===== config.mk =====
export PLATFORM = sky130hd
export DESIGN_NAME = fdiv_seq_flat
export DESIGN_NICKNAME = d
export VERILOG_FILES = /design/src/rtl/fdiv_pkg.sv /design/src/rtl/fdiv_if.sv /design/src/rtl/fdiv_classify.sv /design/src/rtl/fdiv_seq.sv /design/src/flat_wrapper.sv
export SDC_FILE = /design/constraint.sdc
export NUM_CORES = 1
export LEC_CHECK = 0
export CAP_MARGIN = 40
export CORE_MARGIN = 1.5
export CORE_UTILIZATION = 33
export DETAILED_ROUTE_END_ITERATION = 10
export GPL_TIMING_DRIVEN = 0
export MAX_ROUTING_LAYER = met4
export PLACE_DENSITY_LB_ADDON = 0.08
export SYNTH_ARGS = -nofsm -noshare
export SYNTH_HDL_FRONTEND = slang
export SYNTH_HIERARCHICAL = 1
export SYNTH_SLANG_ARGS = --single-unit
export TNS_END_PERCENT = 30

===== constraint.sdc =====
create_clock -name clk -period 13.17 [get_ports clk]
set_input_delay 3.951 -clock clk [delete_from_list [all_inputs] [get_ports clk]]
set_output_delay 3.951 -clock clk [all_outputs]
set_load 0.01 [all_outputs]

===== src/rtl/fdiv_pkg.sv =====
// Shared types and width helpers for the sequential floating-point divider (fdiv_seq).
package fdiv_pkg;

    typedef enum logic [1:0] {
        S_IDLE = 2'd0,
        S_DIV  = 2'd1,
        S_NORM = 2'd2,
        S_DONE = 2'd3
    } fdiv_state_e;

    typedef struct packed {
        logic is_zero;
        logic is_inf;
        logic is_nan;
    } fdiv_class_t;

    // One quotient bit per weight 2^0 .. 2^-(FRAC_W+3): hidden + fraction + guard/round/extra.
    function automatic int q_bits(input int frac_w);
        return frac_w + 4;
    endfunction

    function automatic int cnt_bits(input int frac_w);
        return $clog2(frac_w + 4);
    endfunction

    function automatic logic [127:0] qnan_frac(input int frac_w);
        return 128'(1) << (frac_w - 1);
    endfunction

    localparam int DEF_FRAC_W = 23;
    localparam int DEF_Q      = q_bits(DEF_FRAC_W);
    localparam int DEF_CNT_W  = cnt_bits(DEF_FRAC_W);

endpackage


===== src/rtl/fdiv_if.sv =====
// Operand/result bundle for fdiv_seq; master drives operands, slave is the divider.
// Handshake: a transfer happens on a rising edge where valid & ready are both high;
// valid must not depend on ready, and payload is held stable while valid is high.
interface fdiv_if #(
    parameter int EXP_W  = 8,
    parameter int FRAC_W = 23
);
    logic              in_valid;
    logic              in_ready;
    logic              a_sign;
    logic [EXP_W-1:0]  a_exp;
    logic [FRAC_W-1:0] a_frac;
    logic              b_sign;
    logic [EXP_W-1:0]  b_exp;
    logic [FRAC_W-1:0] b_frac;
    logic              out_valid;
    logic              out_ready;
    logic              sign;
    logic [EXP_W-1:0]  exp;
    logic [FRAC_W-1:0] frac;
    logic              invalid;
    logic              div_by_zero;
    logic              overflow;
    logic              underflow;

    modport master (
        output in_valid, a_sign, a_exp, a_frac, b_sign, b_exp, b_frac, out_ready,
        input  in_ready, out_valid, sign, exp, frac,
               invalid, div_by_zero, overflow, underflow
    );

    modport slave (
        input  in_valid, a_sign, a_exp, a_frac, b_sign, b_exp, b_frac, out_ready,
        output in_ready, out_valid, sign, exp, frac,
               invalid, div_by_zero, overflow, underflow
    );
endinterface


===== src/rtl/fdiv_classify.sv =====
// Combinational operand classifier; subnormals (exp==0) are reported as zero.
module fdiv_classify
    import fdiv_pkg::*;
#(
    parameter int EXP_W  = 8,
    parameter int FRAC_W = 23
) (
    input  logic [EXP_W-1:0]  exp,
    input  logic [FRAC_W-1:0] frac,
    output fdiv_class_t       cls
);
    logic exp_max;
    logic frac_nz;

    assign exp_max = &exp;
    assign frac_nz = |frac;

    always_comb begin
        cls.is_zero = (exp == '0);
        cls.is_inf  = exp_max & ~frac_nz;
        cls.is_nan  = exp_max & frac_nz;
    end
endmodule


===== src/rtl/fdiv_seq.sv =====
// Iterative restoring floating-point divider with RNE rounding, DAZ/FTZ and IEEE flags.
// Define FDIV_RADIX4_EN to retire two quotient bits per DIV cycle.
module fdiv_seq
    import fdiv_pkg::*;
#(
    parameter int EXP_W  = 8,
    parameter int FRAC_W = 23,
    parameter int BIAS   = 2**(EXP_W-1) - 1
) (
    input  logic        clk,
    input  logic        rst,
    fdiv_if.slave       bus,
    output fdiv_state_e state_dbg
);
    localparam int Q     = q_bits(FRAC_W);
    localparam int CNT_W = cnt_bits(FRAC_W);
    localparam int M_W   = FRAC_W + 1;
    localparam int R_W   = FRAC_W + 2;
    localparam int E_W   = EXP_W + 2;

    localparam logic [FRAC_W-1:0]    QNAN_FRAC = FRAC_W'(qnan_frac(FRAC_W));
    localparam logic [EXP_W-1:0]     EXP_MAX   = '1;
    localparam logic signed [E_W-1:0] BIAS_E   = E_W'(BIAS);
    localparam logic signed [E_W-1:0] E_OVF    = E_W'(2**EXP_W - 1);
    localparam logic [CNT_W-1:0]     CNT_INIT  = CNT_W'(Q - 1);

    fdiv_state_e state, state_nxt;

    fdiv_class_t ca, cb;

    logic                    accept;
    logic                    op_sign;
    logic signed [E_W-1:0]   e_base;
    logic [R_W-1:0]          rem, rem_nxt;
    logic [M_W-1:0]          mb;
    logic [Q-1:0]            quo, quo_nxt;
    logic [CNT_W-1:0]        cnt, cnt_nxt;
    logic                    div_last;

    logic                    r_sign, r_inv, r_dbz, r_ovf, r_unf;
    logic [EXP_W-1:0]        r_exp;
    logic [FRAC_W-1:0]       r_frac;

    logic                    is_special, sp_sign, sp_inv, sp_dbz;
    logic [EXP_W-1:0]        sp_exp;
    logic [FRAC_W-1:0]       sp_frac;

    fdiv_classify #(.EXP_W(EXP_W), .FRAC_W(FRAC_W)) u_class_a (
        .exp (bus.a_exp),
        .frac(bus.a_frac),
        .cls (ca)
    );

    fdiv_classify #(.EXP_W(EXP_W), .FRAC_W(FRAC_W)) u_class_b (
        .exp (bus.b_exp),
        .frac(bus.b_frac),
        .cls (cb)
    );

    assign accept    = bus.in_valid & bus.in_ready;
    assign state_dbg = state;

    // Special-case results are resolved at accept time and bypass the datapath.
    always_comb begin
        is_special = 1'b1;
        sp_sign    = bus.a_sign ^ bus.b_sign;
        sp_exp     = '0;
        sp_frac    = '0;
        sp_inv     = 1'b0;
        sp_dbz     = 1'b0;
        if (ca.is_nan | cb.is_nan) begin
            sp_sign = 1'b0;
            sp_exp  = EXP_MAX;
            sp_frac = QNAN_FRAC;
        end else if ((ca.is_zero & cb.is_zero) | (ca.is_inf & cb.is_inf)) begin
            sp_sign = 1'b0;
            sp_exp  = EXP_MAX;
            sp_frac = QNAN_FRAC;
            sp_inv  = 1'b1;
        end else if (ca.is_inf) begin
            sp_exp = EXP_MAX;
        end else if (cb.is_zero) begin
            sp_exp = EXP_MAX;
            sp_dbz = 1'b1;
        end else if (ca.is_zero | cb.is_inf) begin
            sp_exp = '0;
        end else begin
            is_special = 1'b0;
        end
    end

    // One restoring step: returns {quotient bit, next remainder already shifted left}.
    function automatic logic [R_W:0] div_step(input logic [R_W-1:0] r, input logic [M_W-1:0] d);
        logic [R_W-1:0] d_ext;
        logic [R_W-1:0] nr;
        logic           ge;
        d_ext = {1'b0, d};
        ge    = (r >= d_ext);
        nr    = (ge ? (r - d_ext) : r) << 1;
        return {ge, nr};
    endfunction

    logic [R_W:0] st1;
`ifdef FDIV_RADIX4_EN
    logic [R_W:0] st2;
`endif

    always_comb begin
        st1      = div_step(rem, mb);
        quo_nxt  = {quo[Q-2:0], st1[R_W]};
        rem_nxt  = st1[R_W-1:0];
        cnt_nxt  = cnt - CNT_W'(1);
        div_last = (cnt == '0);
`ifdef FDIV_RADIX4_EN
        st2 = div_step(st1[R_W-1:0], mb);
        // With an odd bit count the last cycle (cnt==0) retires only the single step.
        if (cnt != '0) begin
            quo_nxt = {quo[Q-3:0], st1[R_W], st2[R_W]};
            rem_nxt = st2[R_W-1:0];
            cnt_nxt = cnt - CNT_W'(2);
        end
        div_last = (cnt <= CNT_W'(1));
`endif
    end

    logic                  norm_shift, g_bit, r_bit, sticky, rnd_up, carry;
    logic [Q-1:0]          qn;
    logic [M_W-1:0]        mant;
    logic [M_W:0]          msum;
    logic [FRAC_W-1:0]     frac_n;
    logic signed [E_W-1:0] adj, e_fin;
    logic                  n_ovf, n_unf;

    always_comb begin
        norm_shift = ~quo[Q-1];
        qn         = norm_shift ? {quo[Q-2:0], 1'b0} : quo;
        mant       = qn[Q-1:3];
        g_bit      = qn[2];
        r_bit      = qn[1];
        sticky     = qn[0] | (rem != '0);
        rnd_up     = g_bit & (r_bit | sticky | mant[0]);
        msum       = {1'b0, mant} + (M_W+1)'(rnd_up);
        carry      = msum[M_W];
        frac_n     = carry ? msum[M_W-1:1] : msum[M_W-2:0];
        adj        = $signed({{(E_W-1){1'b0}}, carry}) - $signed({{(E_W-1){1'b0}}, norm_shift});
        e_fin      = e_base + adj;
        n_ovf      = (e_fin >= E_OVF);
        n_unf      = e_fin[E_W-1] | (e_fin == '0);
    end

    always_ff @(posedge clk) begin
        if (rst) begin
            state <= S_IDLE;
        end else begin
            state <= state_nxt;
        end
    end

    always_comb begin
        state_nxt     = state;
        bus.in_ready  = 1'b0;
        bus.out_valid = 1'b0;
        case (state)
            S_IDLE: begin
                bus.in_ready = 1'b1;
                if (bus.in_valid) state_nxt = is_special ? S_DONE : S_DIV;
            end
            S_DIV:  if (div_last) state_nxt = S_NORM;
            S_NORM: state_nxt = S_DONE;
            S_DONE: begin
                bus.out_valid = 1'b1;
                if (bus.out_ready) state_nxt = S_IDLE;
            end
            default: state_nxt = S_IDLE;
        endcase
    end

    always_ff @(posedge clk) begin
        if (rst) begin
            op_sign <= 1'b0;
            e_base  <= '0;
            rem     <= '0;
            mb      <= '0;
            quo     <= '0;
            cnt     <= '0;
            r_sign  <= 1'b0;
            r_exp   <= '0;
            r_frac  <= '0;
            r_inv   <= 1'b0;
            r_dbz   <= 1'b0;
            r_ovf   <= 1'b0;
            r_unf   <= 1'b0;
        end else begin
            case (state)
                S_IDLE: if (accept) begin
                    op_sign <= bus.a_sign ^ bus.b_sign;
                    e_base  <= $signed({2'b00, bus.a_exp}) - $signed({2'b00, bus.b_exp}) + BIAS_E;
                    rem     <= {2'b01, bus.a_frac};
                    mb      <= {1'b1, bus.b_frac};
                    quo     <= '0;
                    cnt     <= CNT_INIT;
                    if (is_special) begin
                        r_sign <= sp_sign;
                        r_exp  <= sp_exp;
                        r_frac <= sp_frac;
                        r_inv  <= sp_inv;
                        r_dbz  <= sp_dbz;
                    end
                end
                S_DIV: begin
                    rem <= rem_nxt;
                    quo <= quo_nxt;
                    cnt <= cnt_nxt;
                end
                S_NORM: begin
                    r_sign <= op_sign;
                    if (n_ovf) begin
                        r_exp  <= EXP_MAX;
                        r_frac <= '0;
                        r_ovf  <= 1'b1;
                    end else if (n_unf) begin
                        r_exp  <= '0;
                        r_frac <= '0;
                        r_unf  <= 1'b1;
                    end else begin
                        r_exp  <= e_fin[EXP_W-1:0];
                        r_frac <= frac_n;
                    end
                end
                S_DONE: if (bus.out_ready) begin
                    r_sign <= 1'b0;
                    r_exp  <= '0;
                    r_frac <= '0;
                    r_inv  <= 1'b0;
                    r_dbz  <= 1'b0;
                    r_ovf  <= 1'b0;
                    r_unf  <= 1'b0;
                end
                default: ;
            endcase
        end
    end

    assign bus.sign        = r_sign;
    assign bus.exp         = r_exp;
    assign bus.frac        = r_frac;
    assign bus.invalid     = r_inv;
    assign bus.div_by_zero = r_dbz;
    assign bus.overflow    = r_ovf;
    assign bus.underflow   = r_unf;

endmodule


===== src/flat_wrapper.sv =====
// flat-port wrapper written by rule: the top's interface ports become plain ports
module fdiv_seq_flat import fdiv_pkg::*;
#(
    parameter int EXP_W  = 8,
    parameter int FRAC_W = 23,
    parameter int BIAS   = 2**(EXP_W-1) - 1
)
  (clk, rst, state_dbg, bus_in_valid, bus_a_sign, bus_a_exp, bus_a_frac, bus_b_sign, bus_b_exp, bus_b_frac, bus_out_ready, bus_in_ready, bus_out_valid, bus_sign, bus_exp, bus_frac, bus_invalid, bus_div_by_zero, bus_overflow, bus_underflow);
  fdiv_if #(.EXP_W(EXP_W), .FRAC_W(FRAC_W)) bus_i ();
  input  logic clk;
  input  logic rst;
  output fdiv_state_e state_dbg;
  input wire logic [$bits(bus_i.in_valid)-1:0] bus_in_valid;
  input wire logic [$bits(bus_i.a_sign)-1:0] bus_a_sign;
  input wire logic [$bits(bus_i.a_exp)-1:0] bus_a_exp;
  input wire logic [$bits(bus_i.a_frac)-1:0] bus_a_frac;
  input wire logic [$bits(bus_i.b_sign)-1:0] bus_b_sign;
  input wire logic [$bits(bus_i.b_exp)-1:0] bus_b_exp;
  input wire logic [$bits(bus_i.b_frac)-1:0] bus_b_frac;
  input wire logic [$bits(bus_i.out_ready)-1:0] bus_out_ready;
  output wire logic [$bits(bus_i.in_ready)-1:0] bus_in_ready;
  output wire logic [$bits(bus_i.out_valid)-1:0] bus_out_valid;
  output wire logic [$bits(bus_i.sign)-1:0] bus_sign;
  output wire logic [$bits(bus_i.exp)-1:0] bus_exp;
  output wire logic [$bits(bus_i.frac)-1:0] bus_frac;
  output wire logic [$bits(bus_i.invalid)-1:0] bus_invalid;
  output wire logic [$bits(bus_i.div_by_zero)-1:0] bus_div_by_zero;
  output wire logic [$bits(bus_i.overflow)-1:0] bus_overflow;
  output wire logic [$bits(bus_i.underflow)-1:0] bus_underflow;
  assign bus_i.in_valid = bus_in_valid;
  assign bus_i.a_sign = bus_a_sign;
  assign bus_i.a_exp = bus_a_exp;
  assign bus_i.a_frac = bus_a_frac;
  assign bus_i.b_sign = bus_b_sign;
  assign bus_i.b_exp = bus_b_exp;
  assign bus_i.b_frac = bus_b_frac;
  assign bus_i.out_ready = bus_out_ready;
  assign bus_in_ready = bus_i.in_ready;
  assign bus_out_valid = bus_i.out_valid;
  assign bus_sign = bus_i.sign;
  assign bus_exp = bus_i.exp;
  assign bus_frac = bus_i.frac;
  assign bus_invalid = bus_i.invalid;
  assign bus_div_by_zero = bus_i.div_by_zero;
  assign bus_overflow = bus_i.overflow;
  assign bus_underflow = bus_i.underflow;
  fdiv_seq #(.EXP_W(EXP_W), .FRAC_W(FRAC_W), .BIAS(BIAS)) u_core (.clk(clk), .rst(rst), .bus(bus_i), .state_dbg(state_dbg));
endmodule

==> metrics <==
initial core utilization=0.338; layout cells sized above 1=0.0659; startpoint types=register; Starting DRT DRC Count=557; H-tree levels=4; clock root cell=clkbuf_16; dpl ws=4.99 ns; Hold-fix buffers, CTS=0; Area contributors post-synth=dfxtp_1 28%, ha_1 6.1%, nand2_1 5.8%; Routed WL=31800 um; Critical Path RT=13.49 ns; Post-Synthesis Cell Area=9200 um^2; largest net degree at the start of global routing=17; number of setup violations in the final report=0; Area Overhead vs Synth=22.8%; post-route setup TNS=0 ns; Leakage=3.94 nW; Max Fanout on Critical Path=11; chip height=170 um; total gr overflow=0; final hold viol count=0; area leader, netlist=dfxtp_1; crit share post-route=0.613; Async S/R FF share, synth=0; first-pass GRT wire length=49400 um; CTS sink cnt=130; Final ANT Viol Nets=0; core area=27200 um^2; site row count=60; Max Slew Vio Count=0; Post-synth EDFFs=0; post-route clock skew=0.0127 ns; register area share after synthesis=0.283; Cells after Synth=1211; most frequent cell after synthesis=nand2_1; Netlist cell types=85; DR DRC count=0; crit path DAT=8.39 ns; Synthesis Warnings=6; clock-pin slew on the worst setup and hold paths=0.07 ns; Total Routing Usage GR=0.228; Crit. End Element=register; worst hold slack=0.451 ns; Avg WL per Cell=18.5 um; status=finished, final reports clean; Synth Area per Inst=7.60 um^2; MaxCap Viol Count=0; Critical Setup Path Class=register to register; FMAX=0.124 GHz; IO Port Bufs=106; routability cong.=0.925; IO Pins=108; final worst setup slack=5.10 ns; Design Power=2.35 mW; hold crit path type=register to register; Final nets=1452; worst-case clock buffer depth=2; Synth top area share=0.283; Max IR drop VDD=104 uV; min Tclk post-route=8.07 ns; Slew @ Worst Pin=0.913 ns; Power Dens Cells=208 nW/um^2; TritonCTS clock tree=built; most frequent cells after synthesis=143 x nand2_1, 130 x dfxtp_1, 110 x nor2_1; Die Width=170 um; CTS Buf Count=17; Syn Nets=1326; initial antenna violation count=1; synthesized flop and latch total=130; clk_lat worst skew=0.42 ns; routed via count=9485; RSZ-0062 raised after global routing=no; vias per inst=5.50; detailed-router iteration count before antenna repair=5; Slew headroom=0.392; Post-DP HPWL=24100 um; number of global-route vias before repair=8737; post-CTS setup buffers=0; post-CTS sizing=0; ys flop type=dfxtp_1; die area=28900 um^2
[placed cells by master, fill, tap and decap left out, types with 18 or more instances in the layout]
cell type / synthesis / final
nor2_1: 110 / 110
nand3b_1: 18 / 18
clkbuf_1: 56 / 57
clkdlybuf4s50_1: 0 / 106
o21ai_2: 19 / 19
a21oi_1: 102 / 102
nor4_1: 23 / 23
ha_1: 45 / 45
a22oi_1: 31 / 31
nand2_1: 143 / 143
inv_1: 61 / 61
nand3_1: 20 / 20
dfxtp_1: 130 / 130
xnor2_1: 21 / 21
o21ai_0: 49 / 49
nor3_1: 31 / 31
a211oi_1: 37 / 37
[through the flow]
stage,cell area (um^2),std cells,util
2_1_floorplan,9200,1211,-
3_3_place_gp,10700,1689,0.395
3_5_place_dp,10700,1690,0.395
4_1_cts,11300,1722,0.416
5_1_grt,11300,1723,0.416
6_report,11300,1723,0.416
[state kept, by name, summed over array words and instances (netlist names)]
| signal | cells |
|---|---|
| u_core/bus.frac | 23 |
| u_core/bus.sign | 1 |
| u_core/cnt | 5 |
| u_core/bus.div_by_zero | 1 |
| u_core/bus.underflow | 1 |
| u_core/state_dbg | 2 |
| u_core/quo | 27 |
| u_core/mb | 24 |
| u_core/op_sign | 1 |
| u_core/bus.invalid | 1 |
| u_core/rem | 25 |
| u_core/bus.overflow | 1 |
| u_core/bus.exp | 8 |
| u_core/e_base | 10 |
[worst paths after layout]
kind | slack [ns] | depth (start not counted) | startpoint | to
worst max-delay path | 5.10 | 27 | u_core/quo[26] | u_core/bus.exp[3]
worst min-delay path | 0.45 | 2 | u_core/bus.frac[12] | u_core/bus.frac[12]
worst max register to register | 5.10 | 27 | u_core/quo[26] | u_core/bus.exp[3]
worst min register to register | 0.45 | 2 | u_core/bus.frac[12] | u_core/bus.frac[12]
[logic make-up (layout without fill, tap and decap cells)]
family | count (synthesis) | count (layout) | share of synthesized area
buf+inv | 146 | 285 | 0.0650
xor+xnor | 37 | 37 | 0.0352
other cells | 0 | 1 | 0
fa+ha+maj | 47 | 47 | 0.0656
flops | 130 | 130 | 0.283
mux | 16 | 16 | 0.0178
simple gates | 446 | 446 | 0.240
compound gates | 389 | 389 | 0.294
[power by group]
| group | leakage (nW) | switching, mW | total [mW] | internal (mW) |
|---|---|---|---|---|
| sequential | 1.06 | 0.0817 | 0.544 | 0.463 |
| combinational | 2.61 | 0.847 | 1.34 | 0.496 |
| clock | 0.271 | 0.202 | 0.464 | 0.262 |
[critical path, stage by stage (launching register included)]
cell and delay, ns:
dfxtp_1 0.30, buf_2 0.19, clkbuf_1 0.39, buf_1 0.50
buf_1 0.50, buf_1 0.51, mux2i_1 0.15, nor2b_1 0.13
ha_1 0.26, nand4_1 0.19, or3_1 0.42, nor4_1 0.38
nand2_1 0.19, clkbuf_1 0.36, ha_1 0.32, buf_4 0.17
buf_6 0.14, buf_4 0.18, xor2_1 0.14, ha_1 0.20
a21boi_1 0.18, o22ai_1 0.15, or2_1 0.27, a32o_1 0.28
o21a_1 0.22, o41ai_1 0.56, nand2_1 0.29, a221oi_1 0.34
[area by class of cell]
class	instances	area, um^2
Antenna cell	1	2.50
Buffer	85	369
Clock buffer	18	429
Clock inverter	14	130
Fill cell	2863	15900
Inverter	61	229
Multi-Input combinational cell	935	6000
Sequential cell	130	2600
Tap cell	372	465
Timing Repair Buffer	107	1070
[per-layer routing]
metal | track usage | part of all wire | vias up
met3 | 0.0302 | 0.046 | 36
met5 | - | 0 | -
met2 | 0.352 | 0.45 | 282
met4 | 0.0812 | 0.025 | 0
li1 | - | - | 4743
met1 | 0.303 | 0.47 | 4424
(Power assumes the default switching activity.)
